`config.mk`:
```
export PLATFORM = sky130hd
export DESIGN_NAME = fp_mem_controller
export DESIGN_NICKNAME = d
export VERILOG_FILES = /design/src/rtl/fp_mem_controller.sv
export SDC_FILE = /design/constraint.sdc
export NUM_CORES = 1
export LEC_CHECK = 0
export CORE_UTILIZATION = 56
export DETAILED_ROUTE_END_ITERATION = 16
export DONT_BUFFER_PORTS = 1
export GPL_TIMING_DRIVEN = 0
export HOLD_SLACK_MARGIN = 0.08
export PLACE_DENSITY_LB_ADDON = 0.15
export SYNTH_ARGS = -nofsm -noshare
export SYNTH_HDL_FRONTEND = slang
export SYNTH_SLANG_ARGS = --single-unit
```
`constraint.sdc`:
```
create_clock -name clk -period 4.5 [get_ports clk]
set_clock_uncertainty 0.1 [all_clocks]
set_input_delay 0.9 -clock clk [delete_from_list [all_inputs] [get_ports clk]]
set_output_delay 0.9 -clock clk [all_outputs]
set_load 0.1 [all_outputs]
```
`src/rtl/fp_mem_controller.sv`:
```
// Sequencer that reads two float operands from a 32x32 memory, launches the FPU,
// waits (with timeout) for its result and writes it back to the destination word.
module fp_mem_controller #(
    parameter int TIMEOUT = 16
) (
    input  logic        clk,
    input  logic        rst,
    input  logic        cmd_valid,
    output logic        cmd_ready,
    input  logic        cmd_op,
    input  logic [4:0]  cmd_src_a,
    input  logic [4:0]  cmd_src_b,
    input  logic [4:0]  cmd_dst,
    output logic [4:0]  mem_addr,
    output logic        mem_we,
    output logic [31:0] mem_wdata,
    input  logic [31:0] mem_rdata,
    output logic        fpu_start,
    output logic        fpu_op,
    output logic [31:0] fpu_a,
    output logic [31:0] fpu_b,
    input  logic        fpu_done,
    input  logic [31:0] fpu_result,
    output logic        busy,
    output logic        done,
    output logic        err,
    output logic [7:0]  op_count
);

    localparam int TW = $clog2(TIMEOUT + 1);

    typedef enum logic [2:0] {IDLE, RD_A, RD_B, LAT_B, EXEC, WAIT, WR} state_t;

    state_t        state_q, state_d;
    logic          op_q, op_d;
    logic [4:0]    src_a_q, src_a_d;
    logic [4:0]    src_b_q, src_b_d;
    logic [4:0]    dst_q, dst_d;
    logic [31:0]   opa_q, opa_d;
    logic [31:0]   opb_q, opb_d;
    logic [31:0]   res_q, res_d;
    logic [TW-1:0] tmo_q, tmo_d;
    logic          err_q, err_d;
    logic [7:0]    cnt_q, cnt_d;

    always_ff @(posedge clk or posedge rst) begin
        if (rst) begin
            state_q <= IDLE;
            op_q    <= 1'b0;
            src_a_q <= '0;
            src_b_q <= '0;
            dst_q   <= '0;
            opa_q   <= '0;
            opb_q   <= '0;
            res_q   <= '0;
            tmo_q   <= '0;
            err_q   <= 1'b0;
            cnt_q   <= '0;
        end else begin
            state_q <= state_d;
            op_q    <= op_d;
            src_a_q <= src_a_d;
            src_b_q <= src_b_d;
            dst_q   <= dst_d;
            opa_q   <= opa_d;
            opb_q   <= opb_d;
            res_q   <= res_d;
            tmo_q   <= tmo_d;
            err_q   <= err_d;
            cnt_q   <= cnt_d;
        end
    end

    always_comb begin
        state_d = state_q;
        op_d    = op_q;
        src_a_d = src_a_q;
        src_b_d = src_b_q;
        dst_d   = dst_q;
        opa_d   = opa_q;
        opb_d   = opb_q;
        res_d   = res_q;
        tmo_d   = tmo_q;
        err_d   = err_q;
        cnt_d   = cnt_q;
        case (state_q)
            IDLE: begin
                if (cmd_valid) begin
                    op_d    = cmd_op;
                    src_a_d = cmd_src_a;
                    src_b_d = cmd_src_b;
                    dst_d   = cmd_dst;
                    err_d   = 1'b0;
                    state_d = RD_A;
                end
            end
            RD_A:  state_d = RD_B;
            // Read data lags the address by one cycle, so each operand lands a state later.
            RD_B: begin
                opa_d   = mem_rdata;
                state_d = LAT_B;
            end
            LAT_B: begin
                opb_d   = mem_rdata;
                state_d = EXEC;
            end
            EXEC: begin
                tmo_d   = '0;
                state_d = WAIT;
            end
            WAIT: begin
                if (fpu_done) begin
                    res_d   = fpu_result;
                    state_d = WR;
                end else if (tmo_q == TW'(TIMEOUT - 1)) begin
                    err_d   = 1'b1;
                    state_d = IDLE;
                end else begin
                    tmo_d = tmo_q + TW'(1);
                end
            end
            WR: begin
                cnt_d   = cnt_q + 8'd1;
                state_d = IDLE;
            end
            default: state_d = IDLE;
        endcase
    end

    always_comb begin
        mem_addr = '0;
        case (state_q)
            RD_A:    mem_addr = src_a_q;
            RD_B:    mem_addr = src_b_q;
            WR:      mem_addr = dst_q;
            default: mem_addr = '0;
        endcase
    end

    // Write strobe is gated by rst as well so a reset landing in WR never commits a write.
    assign mem_we    = !((state_q == WR) && !rst);
    assign mem_wdata = res_q;
    assign cmd_ready = (state_q == IDLE) && !rst;
    assign fpu_start = (state_q == EXEC);
    assign fpu_op    = op_q;
    assign fpu_a     = opa_q;
    assign fpu_b     = opb_q;
    assign busy      = (state_q != IDLE);
    assign done      = (state_q == WR);
    assign err       = err_q;
    assign op_count  = cnt_q;

endmodule

```
==> metrics, run 1 <==
RSZ-0062 raised after global routing=no; fmax=282.2 MHz; first-pass GRT wire length=between 15 and 20 mm; total core area=8891 um2; Seq/Total Area, Yosys=0.6174; Final Hold Fails=0; Slew Limit Fails=0; largest net degree at the start of global routing=43; commonest cells after routing, fill and taps aside=129 x dfrtp_1, 104 x mux2_2, 16 x clkbuf_16; Routability Congestion=~0.80; CTS buffer count=17; Crit Path Category=flop to primary output; data required time of the worst path=~3500 ps; clock sinks=129; nature of the critical path endpoint=primary output; Clock Pin Slew Worst Setup and Hold Paths=around 60 ps; clock latency on the worst-skew pair=roughly 500 ps; cell area after synthesis=between 5000 and 6000 um2; Yosys cell types=39; Post-CTS Setup Bufs=0; drt wl/cell=a little over 20 um; commonest non-fill, non-tap cell in the layout=dfrtp_1; DR iter-0 viols=122; first drt pass iteration count=4; Die X=around 99 um; vias=2841; worst setup path endpoint=mem_we; Layout Nets=450; hold buffers post-CTS=0; status=completed; Synthesized Nets=427; post_cts resized=0; setup violators final=0; Synth Area per Inst=roughly 15 um2; r2r worst-path depth=6; ys flop type=dfrtp_1; CP Launch Point=state_q[1]; Antenna Cells=0; non-filler cells in the finished layout=roughly 480; die height=98.63 um; initial antenna violation count=0; final instance area=6156 um2; Mapped Cells=340; layout cells sized above 1=0.4706; clock tree buffer depth=2; yosys warns=0; vias in the first global route=3075; class of the worst hold path=input port to async pin; worst slew pin tran=between 1000 and 1500 ps; H-tree levels=4; total track usage=0.2134; EDFF count, synth=0; drt total wl=between 9 and 10 mm; dpl cells=approximately 450; CTS tree=built; mean number of vias per cell=roughly 5.9; # IOs=200; Layout area overhead=17.73%; grt total ovfl=0; Post-Place Cell Area=5482 um2; Final Cycle Share=0.7874; detailed-placement wirelength estimate=just over 7 mm; crit start category=flop; remaining antenna violation count after routing=0; crit-path max FO=10; crit path DAT=2540 ps; Port Buffer Count=0; MaxCap Viol Count=0; flops & latches, synth=129; num rows=34; Max-Slew Margin vs Limit=0.2678; Starting Density=0.5881; Reg-to-Reg End=tmo_q[3]; FF-to-FF setup slack=2380 ps; r2r startpoint=tmo_q[0]; die area=~9700 um2; # DRC=0; Tmin final=around 3500 ps; Async S/R FF share, synth=1.000; CTS root buffer=clkbuf_8
-- cell families (layout without fill, tap and decap cells) --
logic type      after synthesis  after routing  share of synthesized area
compound gates               21             21                    0.02513
xor+xnor                      7              7                    0.01173
fa+ha+maj                     3              3                   0.007180
buf+inv                      21             55                    0.02632
flops                       129            129                     0.6174
mux                         119            119                     0.2623
simple gates                 40             40                    0.05001
-- per-stage QoR --
stage | setup slack (ps) | setup TNS [ps] | utilization | hold WS [ps]
after global routing | 841.9 | 0 | 0.6924 | 195.9
after global placement | -1419 | -1419 | 0.6037 | 391.9
after CTS | 921.8 | 0 | 0.6924 | 180.3
after detailed placement | 1329 | 0 | 0.6165 | 394.9
after floorplan | -564.9 | -564.9 | - | 372.3
final | 956.9 | 0 | 0.6924 | 195.9
-- metal layers --
| metal | global-route usage | wire length, um |
|---|---|---|
| met5 | 0 | 0 |
| met4 | 0.07233 | 102 |
| met3 | 0.09858 | 968 |
| met2 | 0.3527 | 5034 |
| met1 | 0.2471 | 3725 |
-- layout make-up --
cell class / instances / area, um2
flip-flops and latches: 129 / 3228
plain buffers: 16 / 118.9
inverters: 5 / 22.52
fillers: 606 / 2735
repair buffers: 4 / 87.58
clock buffers: 17 / 414.1
clock inverters: 13 / 260.3
multi-input cells: 190 / 1889
well taps: 108 / 135.1
-- worst min-delay path by stage --
stage,start,end,slack [ps],depth (start not counted)
2_1_floorplan,tmo_q[4],tmo_q[4],370,2
3_3_place_gp,dst_q[3],dst_q[3],390,1
3_5_place_dp,src_a_q[3],src_a_q[3],390,1
4_1_cts,rst,fpu_a[29],180,1
5_1_grt,rst,fpu_a[29],200,1
6_report,rst,fpu_a[29],200,1
-- cell usage after synthesis (2+ instances only) --
master	count	share of area
nand3_1	4	0.0038
nor2_1	2	0.0014
and3_1	3	0.0036
mux2i_1	5	0.0096
mux2_4	10	0.029
inv_1	5	0.0036
o21ai_0	11	0.011
nand2b_1	2	0.0024
mux2_2	104	0.22
buf_2	10	0.0096
nand3b_1	3	0.0043
xnor2_1	6	0.010
ha_1	3	0.0072
nor3b_1	3	0.0043
buf_6	4	0.0086
a22o_1	2	0.0034
and4_1	2	0.0034
nand2_1	8	0.0057
nand4_1	4	0.0048
a21oi_1	2	0.0019
dfrtp_1	129	0.62
-- worst max-delay path, stage by stage (launching register included) --
cell and delay (ps):
dfrtp_1 390, buf_2 230, and3b_1 170, buf_2 520
nand2_1 730
-- sequential cells by signal, indices dropped and copies added, names as in the netlist --
register,flops
dst_q,5
mem_wdata,32
op_count,8
state_q,3
fpu_op,1
fpu_a,32
src_a_q,5
fpu_b,32
tmo_q,5
src_b_q,5
err,1
Power of run 1 is left out: the tool's default activity adds up to more than one toggle a clock period on the data nets, which glitch-free logic cannot reach.
==> inputs of run 2 (changes only) <==
--- a/config.mk
+++ b/config.mk
@@ -5,7 +5,7 @@
 export SDC_FILE = /design/constraint.sdc
 export NUM_CORES = 1
 export LEC_CHECK = 0
-export CORE_UTILIZATION = 56
+export CORE_UTILIZATION = 60
 export DETAILED_ROUTE_END_ITERATION = 16
 export DONT_BUFFER_PORTS = 1
 export GPL_TIMING_DRIVEN = 0
==> constraint.sdc (replaced) <==
create_clock -name clk -period 3.3 [get_ports clk]
set_clock_uncertainty 0.1 [all_clocks]
set_input_delay 0.66 -clock clk [delete_from_list [all_inputs] [get_ports clk]]
set_output_delay 0.66 -clock clk [all_outputs]
set_load 0.1 [all_outputs]
==> run 2 against run 1 <==
Final cell count grew 0.21%. Global-route usage grew 1.6 points. Via count grew 3.6%. Worst hold slack lost 6.4 ps. Design area shrank 1.9%. Worst setup slack lost 880 ps. Non-clock buffer count grew 2. Critical path depth shrank 1. Wire length grew 2.9%. Clock-buffer cell count grew 2. Register-to-register slack lost 1200 ps. Core utilization grew 3.1 points.
==> metrics, run 2 (synthesized netlist as in run 1, its figures left out) <==
status=completed; Crit Path Category=flop to primary output; setup violators final=0 (unchanged); layout cells sized above 1=0.4709 (about the same); setup TNS=0 ps (unchanged); crit start category=flop; Tmin final=between 3000 and 4000 ps; Port Buffer Count=0 (unchanged); Final Hold Fails=0 (unchanged); crit-path max FO=8 (-2); # IOs=200 (unchanged); vias=2943 (+3.6%); first-pass GRT wire length=15.30 mm (-3.9%); data required time of the worst path=2540 ps (-960 ps); final setup margin=81.81 ps (-875.1 ps); die area=9092 um2 (-6.5%); met2 wire length=5.173 mm (+2.8%); initial antenna violation count=0 (unchanged); H-tree levels=4 (unchanged); total track usage=0.2290 (+0.01553); grt total ovfl=0 (unchanged); first drt pass iteration count=4 (unchanged); FF-to-FF setup slack=1150 ps (-1230 ps); clock latency on the worst-skew pair=510 ps (about the same); Layout area overhead=15.46%; mean number of vias per cell=6.093 (+3.4%); Slew Limit Fails=0 (unchanged); Starting Density=0.6269 (+0.03882); Place WS=450.2 ps (-879.1 ps); Post-Route M1 WL=3.815 mm (+2.4%); num rows=33 (-2.9%); DR iter-0 viols=93 (-24%); die height=95.35 um (-3.3%); nature of the critical path endpoint=primary output; Antenna Cells=0 (unchanged); Final Cycle Share=0.9752; commonest non-fill, non-tap cell in the layout=dfrtp_1; CTS root buffer=clkbuf_8; CTS tree=built; fmax=310.7 MHz; DR WL met3=872 um (-9.9%); # DRC=0 (unchanged); remaining antenna violation count after routing=0 (unchanged); class of the worst hold path=input port to flop; uppermost layer routed=met4; total core area=8341 um2 (-6.2%); dpl cells=450 (-0.44%); drt wl/cell=20.93 um (+2.6%); non-filler cells in the finished layout=483 (+0.21%); drt total wl=10.11 mm (+2.9%); RSZ-0062 raised after global routing=no; clock sinks=129 (unchanged); Die X=95.35 um (-3.3%); CTS buffer count=17 (unchanged); Layout Nets=452 (+0.44%); detailed-placement wirelength estimate=7.215 mm (+2.6%); clock tree buffer depth=2 (unchanged); worst slew pin tran=1102 ps (+3.796 ps); MaxCap Viol Count=0 (unchanged); crit path DAT=2460 ps (-80 ps); Post-CTS Setup Bufs=0 (unchanged); largest net degree at the start of global routing=45 (+4.7%); commonest cells after routing, fill and taps aside=129 x dfrtp_1, 104 x mux2_2, 16 x clkbuf_16; Max-Slew Margin vs Limit=0.2653 (-0.002532); vias in the first global route=2999 (-2.5%); Clock Pin Slew Worst Setup and Hold Paths=60 ps (about the same); Routability Congestion=0.7975 (about the same)
==> run 2: worst paths after layout <==
path	startpoint	endpoint	cells after the start
worst min-delay path	cmd_dst[0]	dst_q[0]	1
min in group asynchronous	rst	fpu_a[19]	2
max in group asynchronous	rst	mem_wdata[12]	4
worst max register to register	tmo_q[0]	tmo_q[3]	6
worst min register to register	src_b_q[3]	src_b_q[3]	1
worst max-delay path	state_q[0]	cmd_ready	3
==> run 2: through the flow <==
step	hold WS [ps]	utilization	instance area [um2]
after global routing	168.4	0.7238	6037
after floorplan	372.3	-	5238
after detailed placement	396.4	0.6580	5488
after CTS	170.2	0.7238	6037
after global placement	391.2	0.6437	5369
final	189.5	0.7238	6037
==> run 2: routing by layer <==
metal | GRT usage | vias up
met5 | 0 | -
met4 | 0.1199 | 0
met3 | 0.09011 | 21
met2 | 0.3690 | 138
met1 | 0.2630 | 1512
li1 | - | 1272
==> run 2: area by class of cell <==
type / count / area, um2
clock inverters: 13 / 105.1
well taps: 105 / 131.4
flip-flops and latches: 129 / 3228
plain buffers: 16 / 118.9
clock buffers: 19 / 431.7
fillers: 566 / 2303
multi-input cells: 190 / 1898
inverters: 5 / 22.52
repair buffers: 6 / 101.3
==> run 2: what timing repair did <==
action                     CTS  global route
resized for setup            1             0
setup endpoints to repair    1             0
hold endpoints to repair    19             0
hold buffers                 1             0
==> run 2: critical path, cell delays in order (launching register included) <==
cell and delay [ps]:
dfrtp_1 370, buf_6 130, or3_4 560, nor2_2 870
Power of run 2 is left out for the same reason.
